--- config.mk ---
export PLATFORM = sky130hd
export DESIGN_NAME = id_ex_stage_flat
export DESIGN_NICKNAME = d
export VERILOG_FILES = /design/src/rtl/pipeline_pkg.sv /design/src/rtl/id_ex_stage_if.sv /design/src/rtl/load_use_detect.sv /design/src/rtl/id_ex_stage.sv /design/src/flat_wrapper.sv
export SDC_FILE = /design/constraint.sdc
export NUM_CORES = 1
export LEC_CHECK = 0
export BUFFER_PORTS_ARGS = -buffer_cell sky130_fd_sc_hd__buf_4
export CAP_MARGIN = 20
export CORE_ASPECT_RATIO = 0.5
export CORE_MARGIN = 2
export CORE_UTILIZATION = 50
export CTS_BUF_LIST = sky130_fd_sc_hd__clkbuf_16
export DETAILED_ROUTE_END_ITERATION = 16
export GPL_TIMING_DRIVEN = 0
export PLACE_DENSITY = 0.95
export SETUP_SLACK_MARGIN = 0.05
export SYNTH_ARGS = -nofsm -noshare
export SYNTH_HDL_FRONTEND = slang
export SYNTH_SLANG_ARGS = --single-unit
--- constraint.sdc ---
create_clock -name clk_i -period 15.9 [get_ports clk_i]
set_input_delay 0.795 -clock clk_i [delete_from_list [all_inputs] [get_ports clk_i]]
set_output_delay 0.795 -clock clk_i [all_outputs]
set_load 0.005 [all_outputs]
--- src/rtl/pipeline_pkg.sv ---
// ============================================================================
// Module  : pipeline_pkg
// Brief   : Shared types and constants for the 5-stage MIPS pipeline.
// Rev     : 1.0  initial release
// ============================================================================
`default_nettype none

package pipeline_pkg;

    localparam int REG_ADDR_W = 5;

    localparam logic [1:0] ALUOP_ADD   = 2'b00;
    localparam logic [1:0] ALUOP_SUB   = 2'b01;
    localparam logic [1:0] ALUOP_FUNCT = 2'b10;
    localparam logic [1:0] ALUOP_IMM   = 2'b11;

    typedef struct packed {
        logic       reg_write;
        logic       mem_read;
        logic       mem_write;
        logic       mem_to_reg;
        logic       alu_src;
        logic [1:0] alu_op;
    } ctrl_t;

    localparam ctrl_t CTRL_BUBBLE = '0;

endpackage

`default_nettype wire

--- src/rtl/id_ex_stage_if.sv ---
// ============================================================================
// Module  : id_ex_stage_if
// Brief   : ID-side inputs and EX-side outputs of the ID/EX pipeline register.
// Rev     : 1.0  initial release
// ============================================================================
`default_nettype none

interface id_ex_stage_if #(
    parameter int XLEN  = 32,
    parameter int CNT_W = 32
) ();
    import pipeline_pkg::*;

    logic [REG_ADDR_W-1:0] IF_ID_RegRs;
    logic [REG_ADDR_W-1:0] IF_ID_RegRt;
    logic                  ID_UsesRs;
    logic                  ID_UsesRt;
    logic [REG_ADDR_W-1:0] ID_RegRd;
    logic                  ID_RegWrite;
    logic                  ID_MemRead;
    logic                  ID_MemWrite;
    logic                  ID_MemtoReg;
    logic                  ID_ALUSrc;
    logic [1:0]            ID_ALUOp;
    logic [XLEN-1:0]       ID_ReadData1;
    logic [XLEN-1:0]       ID_ReadData2;
    logic [XLEN-1:0]       ID_Imm;
    logic                  Flush_i;
    logic                  Hold_i;

    logic [REG_ADDR_W-1:0] ID_EX_RegRs;
    logic [REG_ADDR_W-1:0] ID_EX_RegRt;
    logic [REG_ADDR_W-1:0] ID_EX_RegRd;
    logic                  ID_EX_RegWrite;
    logic                  ID_EX_MemRead;
    logic                  ID_EX_MemWrite;
    logic                  ID_EX_MemtoReg;
    logic                  ID_EX_ALUSrc;
    logic [1:0]            ID_EX_ALUOp;
    logic [XLEN-1:0]       ID_EX_ReadData1;
    logic [XLEN-1:0]       ID_EX_ReadData2;
    logic [XLEN-1:0]       ID_EX_Imm;
    logic                  Stall_o;
    logic [CNT_W-1:0]      Stall_Count;
    logic [CNT_W-1:0]      Flush_Count;

    modport slave (
        input  IF_ID_RegRs, IF_ID_RegRt, ID_UsesRs, ID_UsesRt, ID_RegRd,
               ID_RegWrite, ID_MemRead, ID_MemWrite, ID_MemtoReg, ID_ALUSrc,
               ID_ALUOp, ID_ReadData1, ID_ReadData2, ID_Imm, Flush_i, Hold_i,
        output ID_EX_RegRs, ID_EX_RegRt, ID_EX_RegRd, ID_EX_RegWrite,
               ID_EX_MemRead, ID_EX_MemWrite, ID_EX_MemtoReg, ID_EX_ALUSrc,
               ID_EX_ALUOp, ID_EX_ReadData1, ID_EX_ReadData2, ID_EX_Imm,
               Stall_o, Stall_Count, Flush_Count
    );

    modport master (
        output IF_ID_RegRs, IF_ID_RegRt, ID_UsesRs, ID_UsesRt, ID_RegRd,
               ID_RegWrite, ID_MemRead, ID_MemWrite, ID_MemtoReg, ID_ALUSrc,
               ID_ALUOp, ID_ReadData1, ID_ReadData2, ID_Imm, Flush_i, Hold_i,
        input  ID_EX_RegRs, ID_EX_RegRt, ID_EX_RegRd, ID_EX_RegWrite,
               ID_EX_MemRead, ID_EX_MemWrite, ID_EX_MemtoReg, ID_EX_ALUSrc,
               ID_EX_ALUOp, ID_EX_ReadData1, ID_EX_ReadData2, ID_EX_Imm,
               Stall_o, Stall_Count, Flush_Count
    );

endinterface

`default_nettype wire

--- src/rtl/load_use_detect.sv ---
// ============================================================================
// Module  : load_use_detect
// Brief   : Combinational load-use hazard check between a load in EX and ID.
// Rev     : 1.0  initial release
// ============================================================================
`default_nettype none

module load_use_detect
    import pipeline_pkg::*;
(
    input  logic                  ex_mem_read,
    input  logic [REG_ADDR_W-1:0] ex_rd,
    input  logic [REG_ADDR_W-1:0] id_rs,
    input  logic [REG_ADDR_W-1:0] id_rt,
    input  logic                  id_uses_rs,
    input  logic                  id_uses_rt,
    output logic                  load_use
);

    logic w_rs_hit;
    logic w_rt_hit;

    assign w_rs_hit = id_uses_rs && (ex_rd == id_rs);
    assign w_rt_hit = id_uses_rt && (ex_rd == id_rt);

    // $0 is hardwired to zero, so a load targeting it never creates a dependency
    assign load_use = ex_mem_read && (ex_rd != '0) && (w_rs_hit || w_rt_hit);

endmodule

`default_nettype wire

--- src/rtl/id_ex_stage.sv ---
// ============================================================================
// Module  : id_ex_stage
// Brief   : ID/EX pipeline register with load-use bubble, flush, hold and
//           saturating bubble counters.
// Rev     : 1.0  initial release
// ============================================================================
`default_nettype none

module id_ex_stage
    import pipeline_pkg::*;
#(
    parameter int XLEN  = 32,
    parameter int CNT_W = 32
) (
    input  logic          clk_i,
    input  logic          rst_i,
    id_ex_stage_if.slave  bus
);

    localparam logic [CNT_W-1:0] CNT_ONE = CNT_W'(1);
    localparam logic [CNT_W-1:0] CNT_MAX = '1;

    ctrl_t                 r_ctrl;
    logic [REG_ADDR_W-1:0] r_rs;
    logic [REG_ADDR_W-1:0] r_rt;
    logic [REG_ADDR_W-1:0] r_rd;
    logic [XLEN-1:0]       r_rd1;
    logic [XLEN-1:0]       r_rd2;
    logic [XLEN-1:0]       r_imm;
    logic [CNT_W-1:0]      r_stall_cnt;
    logic [CNT_W-1:0]      r_flush_cnt;

    ctrl_t                 w_id_ctrl;
    logic                  w_load_use;

    assign w_id_ctrl = '{
        reg_write:  bus.ID_RegWrite,
        mem_read:   bus.ID_MemRead,
        mem_write:  bus.ID_MemWrite,
        mem_to_reg: bus.ID_MemtoReg,
        alu_src:    bus.ID_ALUSrc,
        alu_op:     bus.ID_ALUOp
    };

    load_use_detect u_load_use_detect (
        .ex_mem_read (r_ctrl.mem_read),
        .ex_rd       (r_rd),
        .id_rs       (bus.IF_ID_RegRs),
        .id_rt       (bus.IF_ID_RegRt),
        .id_uses_rs  (bus.ID_UsesRs),
        .id_uses_rt  (bus.ID_UsesRt),
        .load_use    (w_load_use)
    );

    // A flush or hold this cycle means the hazard is either moot or re-evaluated later
    assign bus.Stall_o = w_load_use && !bus.Flush_i && !bus.Hold_i;

    always_ff @(posedge clk_i or posedge rst_i) begin
        if (rst_i) begin
            r_ctrl      <= CTRL_BUBBLE;
            r_rs        <= '0;
            r_rt        <= '0;
            r_rd        <= '0;
            r_rd1       <= '0;
            r_rd2       <= '0;
            r_imm       <= '0;
            r_stall_cnt <= '0;
            r_flush_cnt <= '0;
        end else if (bus.Hold_i) begin
            r_ctrl      <= r_ctrl;
        end else if (bus.Flush_i || w_load_use) begin
            r_ctrl <= CTRL_BUBBLE;
            r_rs   <= '0;
            r_rt   <= '0;
            r_rd   <= '0;
            r_rd1  <= '0;
            r_rd2  <= '0;
            r_imm  <= '0;
            if (bus.Flush_i) begin
                if (r_flush_cnt != CNT_MAX)
                    r_flush_cnt <= r_flush_cnt + CNT_ONE;
            end else if (r_stall_cnt != CNT_MAX) begin
                r_stall_cnt <= r_stall_cnt + CNT_ONE;
            end
        end else begin
            r_ctrl <= w_id_ctrl;
            r_rs   <= bus.IF_ID_RegRs;
            r_rt   <= bus.IF_ID_RegRt;
            r_rd   <= bus.ID_RegRd;
            r_rd1  <= bus.ID_ReadData1;
            r_rd2  <= bus.ID_ReadData2;
            r_imm  <= bus.ID_Imm;
        end
    end

    assign bus.ID_EX_RegRs     = r_rs;
    assign bus.ID_EX_RegRt     = r_rt;
    assign bus.ID_EX_RegRd     = r_rd;
    assign bus.ID_EX_RegWrite  = r_ctrl.reg_write;
    assign bus.ID_EX_MemRead   = r_ctrl.mem_read;
    assign bus.ID_EX_MemWrite  = r_ctrl.mem_write;
    assign bus.ID_EX_MemtoReg  = r_ctrl.mem_to_reg;
    assign bus.ID_EX_ALUSrc    = r_ctrl.alu_src;
    assign bus.ID_EX_ALUOp     = r_ctrl.alu_op;
    assign bus.ID_EX_ReadData1 = r_rd1;
    assign bus.ID_EX_ReadData2 = r_rd2;
    assign bus.ID_EX_Imm       = r_imm;
    assign bus.Stall_Count     = r_stall_cnt;
    assign bus.Flush_Count     = r_flush_cnt;

endmodule

`default_nettype wire

--- src/flat_wrapper.sv ---
// flat-port wrapper written by rule: the top's interface ports become plain ports
module id_ex_stage_flat import pipeline_pkg::*;
#(
    parameter int XLEN  = 32,
    parameter int CNT_W = 32
)
  (clk_i, rst_i, bus_IF_ID_RegRs, bus_IF_ID_RegRt, bus_ID_UsesRs, bus_ID_UsesRt, bus_ID_RegRd, bus_ID_RegWrite, bus_ID_MemRead, bus_ID_MemWrite, bus_ID_MemtoReg, bus_ID_ALUSrc, bus_ID_ALUOp, bus_ID_ReadData1, bus_ID_ReadData2, bus_ID_Imm, bus_Flush_i, bus_Hold_i, bus_ID_EX_RegRs, bus_ID_EX_RegRt, bus_ID_EX_RegRd, bus_ID_EX_RegWrite, bus_ID_EX_MemRead, bus_ID_EX_MemWrite, bus_ID_EX_MemtoReg, bus_ID_EX_ALUSrc, bus_ID_EX_ALUOp, bus_ID_EX_ReadData1, bus_ID_EX_ReadData2, bus_ID_EX_Imm, bus_Stall_o, bus_Stall_Count, bus_Flush_Count);
  id_ex_stage_if #(.XLEN(XLEN), .CNT_W(CNT_W)) bus_i ();
  input  logic clk_i;
  input  logic rst_i;
  input wire logic [$bits(bus_i.IF_ID_RegRs)-1:0] bus_IF_ID_RegRs;
  input wire logic [$bits(bus_i.IF_ID_RegRt)-1:0] bus_IF_ID_RegRt;
  input wire logic [$bits(bus_i.ID_UsesRs)-1:0] bus_ID_UsesRs;
  input wire logic [$bits(bus_i.ID_UsesRt)-1:0] bus_ID_UsesRt;
  input wire logic [$bits(bus_i.ID_RegRd)-1:0] bus_ID_RegRd;
  input wire logic [$bits(bus_i.ID_RegWrite)-1:0] bus_ID_RegWrite;
  input wire logic [$bits(bus_i.ID_MemRead)-1:0] bus_ID_MemRead;
  input wire logic [$bits(bus_i.ID_MemWrite)-1:0] bus_ID_MemWrite;
  input wire logic [$bits(bus_i.ID_MemtoReg)-1:0] bus_ID_MemtoReg;
  input wire logic [$bits(bus_i.ID_ALUSrc)-1:0] bus_ID_ALUSrc;
  input wire logic [$bits(bus_i.ID_ALUOp)-1:0] bus_ID_ALUOp;
  input wire logic [$bits(bus_i.ID_ReadData1)-1:0] bus_ID_ReadData1;
  input wire logic [$bits(bus_i.ID_ReadData2)-1:0] bus_ID_ReadData2;
  input wire logic [$bits(bus_i.ID_Imm)-1:0] bus_ID_Imm;
  input wire logic [$bits(bus_i.Flush_i)-1:0] bus_Flush_i;
  input wire logic [$bits(bus_i.Hold_i)-1:0] bus_Hold_i;
  output wire logic [$bits(bus_i.ID_EX_RegRs)-1:0] bus_ID_EX_RegRs;
  output wire logic [$bits(bus_i.ID_EX_RegRt)-1:0] bus_ID_EX_RegRt;
  output wire logic [$bits(bus_i.ID_EX_RegRd)-1:0] bus_ID_EX_RegRd;
  output wire logic [$bits(bus_i.ID_EX_RegWrite)-1:0] bus_ID_EX_RegWrite;
  output wire logic [$bits(bus_i.ID_EX_MemRead)-1:0] bus_ID_EX_MemRead;
  output wire logic [$bits(bus_i.ID_EX_MemWrite)-1:0] bus_ID_EX_MemWrite;
  output wire logic [$bits(bus_i.ID_EX_MemtoReg)-1:0] bus_ID_EX_MemtoReg;
  output wire logic [$bits(bus_i.ID_EX_ALUSrc)-1:0] bus_ID_EX_ALUSrc;
  output wire logic [$bits(bus_i.ID_EX_ALUOp)-1:0] bus_ID_EX_ALUOp;
  output wire logic [$bits(bus_i.ID_EX_ReadData1)-1:0] bus_ID_EX_ReadData1;
  output wire logic [$bits(bus_i.ID_EX_ReadData2)-1:0] bus_ID_EX_ReadData2;
  output wire logic [$bits(bus_i.ID_EX_Imm)-1:0] bus_ID_EX_Imm;
  output wire logic [$bits(bus_i.Stall_o)-1:0] bus_Stall_o;
  output wire logic [$bits(bus_i.Stall_Count)-1:0] bus_Stall_Count;
  output wire logic [$bits(bus_i.Flush_Count)-1:0] bus_Flush_Count;
  assign bus_i.IF_ID_RegRs = bus_IF_ID_RegRs;
  assign bus_i.IF_ID_RegRt = bus_IF_ID_RegRt;
  assign bus_i.ID_UsesRs = bus_ID_UsesRs;
  assign bus_i.ID_UsesRt = bus_ID_UsesRt;
  assign bus_i.ID_RegRd = bus_ID_RegRd;
  assign bus_i.ID_RegWrite = bus_ID_RegWrite;
  assign bus_i.ID_MemRead = bus_ID_MemRead;
  assign bus_i.ID_MemWrite = bus_ID_MemWrite;
  assign bus_i.ID_MemtoReg = bus_ID_MemtoReg;
  assign bus_i.ID_ALUSrc = bus_ID_ALUSrc;
  assign bus_i.ID_ALUOp = bus_ID_ALUOp;
  assign bus_i.ID_ReadData1 = bus_ID_ReadData1;
  assign bus_i.ID_ReadData2 = bus_ID_ReadData2;
  assign bus_i.ID_Imm = bus_ID_Imm;
  assign bus_i.Flush_i = bus_Flush_i;
  assign bus_i.Hold_i = bus_Hold_i;
  assign bus_ID_EX_RegRs = bus_i.ID_EX_RegRs;
  assign bus_ID_EX_RegRt = bus_i.ID_EX_RegRt;
  assign bus_ID_EX_RegRd = bus_i.ID_EX_RegRd;
  assign bus_ID_EX_RegWrite = bus_i.ID_EX_RegWrite;
  assign bus_ID_EX_MemRead = bus_i.ID_EX_MemRead;
  assign bus_ID_EX_MemWrite = bus_i.ID_EX_MemWrite;
  assign bus_ID_EX_MemtoReg = bus_i.ID_EX_MemtoReg;
  assign bus_ID_EX_ALUSrc = bus_i.ID_EX_ALUSrc;
  assign bus_ID_EX_ALUOp = bus_i.ID_EX_ALUOp;
  assign bus_ID_EX_ReadData1 = bus_i.ID_EX_ReadData1;
  assign bus_ID_EX_ReadData2 = bus_i.ID_EX_ReadData2;
  assign bus_ID_EX_Imm = bus_i.ID_EX_Imm;
  assign bus_Stall_o = bus_i.Stall_o;
  assign bus_Stall_Count = bus_i.Stall_Count;
  assign bus_Flush_Count = bus_i.Flush_Count;
  id_ex_stage #(.XLEN(XLEN), .CNT_W(CNT_W)) u_core (.clk_i(clk_i), .rst_i(rst_i), .bus(bus_i));
endmodule
==> summary.md <==
| Metric | Value |
|---|---|
| Outcome | `completed` |
| First-pass GRT wire length | `approximately 32000 µm` |
| Core area | `14400 µm²` |
| Adder-cell share of the synthesized area | `0.00342` |
| First-pass DRT Iterations | `5` |
| Remaining antenna violation count | `0` |
| Worst path required time | `15.11 ns` |
| Crit Reg-Reg Endpoint | `u_core.bus.Stall_Count[1]` |
| CTS resizes | `0` |
| R2r setup slk | `roughly 13 ns` |
| Drt via density | `~5.5` |
| Syn_area_per_cell | `12.8 µm²` |
| CTS tree | `yes` |
| Tmin final | `about 3.0 ns` |
| Synth Area in Simple Gates | `0.119` |
| Initial Util | `0.508` |
| Worst Hold Class | `input pin to asynchronous set/reset pin` |
| Slowest cell on crit path | `or4_1` |
| Rows | `31` |
| Layout filler cell count | `1000` |
| Comb power frac | `0.135` |
| Nets | `1022` |
| Distinct cells, synth | `31` |
| Flip-flop and latch area | `4550 µm²` |
| Chip width | `around 180 µm` |
| DRC viols | `0` |
| Final Cycle Share | `0.192` |
| Number of CTS-inserted buffers | `17` |
| Vias in the first global route | `about 5900` |
| Int Pwr | `782 µW` |
| Synth area leaders | `dfrtp_1, a22o_1, xnor2_1, xor2_1, nand3_1` |
| Initial antenna violation count | `0` |
| Number of I/O pins | `307` |
| Top cell type's share of synthesized area | `0.622` |
| Critical path startpoint category | `flip-flop` |
| Die ar. | `approximately 16000 µm²` |
| Drt initial violations | `slightly below 500` |
| Leakage power | `0.00546 µW` |
| Unrepaired setup endpoints after global routing | `no` |
| Slew Limit Fails | `0` |
| Psw | `280 µW` |
| GRT overflow | `0` |
| CP Data Arrival Time | `about 2.3 ns` |
| EDFF count, synth | `0` |
| CP Class | `flip-flop to primary output` |
| Layout Skew | `0.0162 ns` |
| Pre-CTS WS | `12.99 ns` |
| Most frequent cell after synthesis | `dfrtp_1` |
| Total negative slack | `0 ns` |
| Mux cell area share after synthesis | `0.00308` |
| Area grow syn2layout | `42.7%` |
| Vias | `6061` |
| FMAX | `~0.33 GHz` |
| Crit-path max cell delay | `0.55 ns` |
| Total power | `about 1100 µW` |
| Drt total wl | `roughly 21000 µm` |
| Share of cells above drive strength 1 | `0.400` |
| Worst r2r src | `u_core.bus.Stall_Count[0]` |
| Synth Area in Compound Gates | `0.144` |
| Sw Share | `0.264` |
| CTS clk-pin slew, worst paths | `0.07 ns` |
| Netlist Area Pre-Place | `7320 µm²` |
| Synth Area in XOR/XNOR | `0.0850` |
| Largest net degree at the start of global routing | `112` |
| Clk pwr share | `0.374` |
| Footprint of the multi-input gates | `around 2600 µm²` |
| Final hold violations | `0` |
| Clk buf depth | `2` |
| Crit path max fanout | `5` |
| Buffers on Ports | `slightly above 300` |
| Synth Instances | `570` |
| Synth area leader | `dfrtp_1` |
| Main combinational cell family by area after synthesis | `compound AO/OA/AOI/OAI gates` |
| Worst vdd ir | `between 0.08 and 0.09 mV` |
| GRT Util Overall | `0.264` |
| Worst Setup End Kind | `primary output` |
| Final HPWL DP | `15700 µm` |
| Syn Nets | `696` |
| Ys flop type | `dfrtp_1` |
| Worst slew pin tran | `a little under 0.7 ns` |
| Avg WL per Cell | `19.3 µm` |
| Synth top cells by count | `dfrtp_1, a22o_1, xnor2_1` |
| CTS Hold Bufs | `0` |
| Die height | `89.5 µm` |
| Cell Pwr Density | `just over 100 nW/µm²` |
| Antenna Cells | `0` |
| Sequential share of power | `0.491` |
| Final setup margin | `12.85 ns` |
| FFs w/ async S/R, synth | `1.00` |
| Maxcap violations | `0` |
| Max transition margin | `0.550` |
| Placer Congestion | `0.942` |
| Cell Chain, Critical Path | `or4_1 -> o21ai_1 -> nor3_1 -> and2_1 -> clkbuf_1 -> buf_4` |
| Final setup fails | `0` |
| Cells on worst reg2reg path | `7` |
| Clock Latency Late Sink | `0.41 ns` |
| Post-CTS setup buffer count | `0` |
| Number of synthesized register bits | `between 150 and 200` |
| Seq/Total Area, Yosys | `0.622` |
| Synth warn | `0` |
| Clock root cell | `clkbuf_16` |
| CTS Sinks | `~180` |
| CTS H-Tree Depth | `4` |
-- area by class of cell --
class	instances	area share
multi-input cells	350	0.248
well taps	198	0.0237
clock buffers	17	0.0407
clock inverters	15	0.0116
plain buffers	30	0.0135
flip-flops and latches	182	0.436
inverters	8	0.00359
repair buffers	307	0.223
-- worst max-delay path: cells and delay by family (launching register included) --
family,cells,cell delay [ns]
AND/OR/NAND/NOR,3,0.82
flip-flops,1,0.45
AO/OA/AOI/OAI,1,0.23
buffers and inverters,2,0.35
-- power groups by stage --
stage / sequential [µW] / combinational (µW) / clock [µW]
after floorplan: 526 / 50.2 / 0
after global placement: 527 / 137 / 0
after detailed placement: 528 / 143 / 0
after CTS: 520 / 145 / 401
after global routing: 525 / 154 / 419
final: 521 / 144 / 398
-- state kept, by name (all words and copies together) (netlist names) --
name and flops:
u_core.bus.ID_EX_Imm 32, u_core.bus.ID_EX_MemtoReg 1, u_core.bus.Stall_Count 32, u_core.bus.ID_EX_MemRead 1, u_core.bus.ID_EX_MemWrite 1, u_core.bus.ID_EX_RegRd 5
u_core.bus.ID_EX_ALUSrc 1, u_core.bus.ID_EX_RegRt 5, u_core.bus.ID_EX_ReadData2 32, u_core.bus.ID_EX_ALUOp 2, u_core.bus.Flush_Count 32, u_core.bus.ID_EX_RegRs 5
u_core.bus.ID_EX_RegWrite 1, u_core.bus.ID_EX_ReadData1 32
-- routing by layer --
layer,track usage,vias to the layer above,part of all wire
met4,0.0848,0,0.018
li1,-,2750,-
met2,0.463,185,0.52
met3,0.0548,38,0.044
met5,0,-,0
met1,0.339,3088,0.42
-- cells by family (layout without fill, tap and decap cells) --
kind of cell / Yosys count / after routing
xor gates and xnor gates: 71 / 71
and+or+nand+nor: 154 / 154
AOI/OAI and AO/OA: 121 / 121
DFF: 182 / 182
adders and majority gates: 2 / 2
buffers and inverters: 38 / 377
muxes: 2 / 2
-- worst max-delay path by stage --
| stage | cells past startpoint | endpoint | from |
|---|---|---|---|
| detailed placement | 7 | bus_Stall_o | bus_IF_ID_RegRs[4] |
| global placement | 2 | u_core.bus.ID_EX_Imm[10] | rst_i |
| floorplan | 1 | u_core.bus.Flush_Count[0] | rst_i |
| global route | 6 | bus_Stall_o | u_core.bus.ID_EX_RegRd[1] |
| CTS | 6 | bus_Stall_o | u_core.bus.ID_EX_RegRd[1] |
| finish | 6 | bus_Stall_o | u_core.bus.ID_EX_RegRd[1] |
-- stage by stage --
stage	hold WS, ns	instance area [µm²]	std cells	utilization
after floorplan	0.478	7320	570	-
after global placement	0.485	9860	1074	0.685
after global routing	0.458	10400	1107	0.726
after detailed placement	0.493	9900	1075	0.688
after CTS	0.444	10400	1107	0.726
final	0.431	10400	1107	0.726
-- placed cells by master, fill, tap and decap left out, drive strengths merged --
master and n:
or3 3, clkinvlp 2, xor2 35, inv 18
a22o 118, and3 11, nand2 31, dfrtp 182
nand4 20, mux2 2, nor2b 2, nand3 25
ha 2, nor4 6, xnor2 36, or4 2
and2 2, a21boi 1, nor2 23, nor3 22
buf 323, clkbuf 31, and4 7, clkinv 3
o22ai 1, o21ai 1
Power figures use the tool's default switching activity.
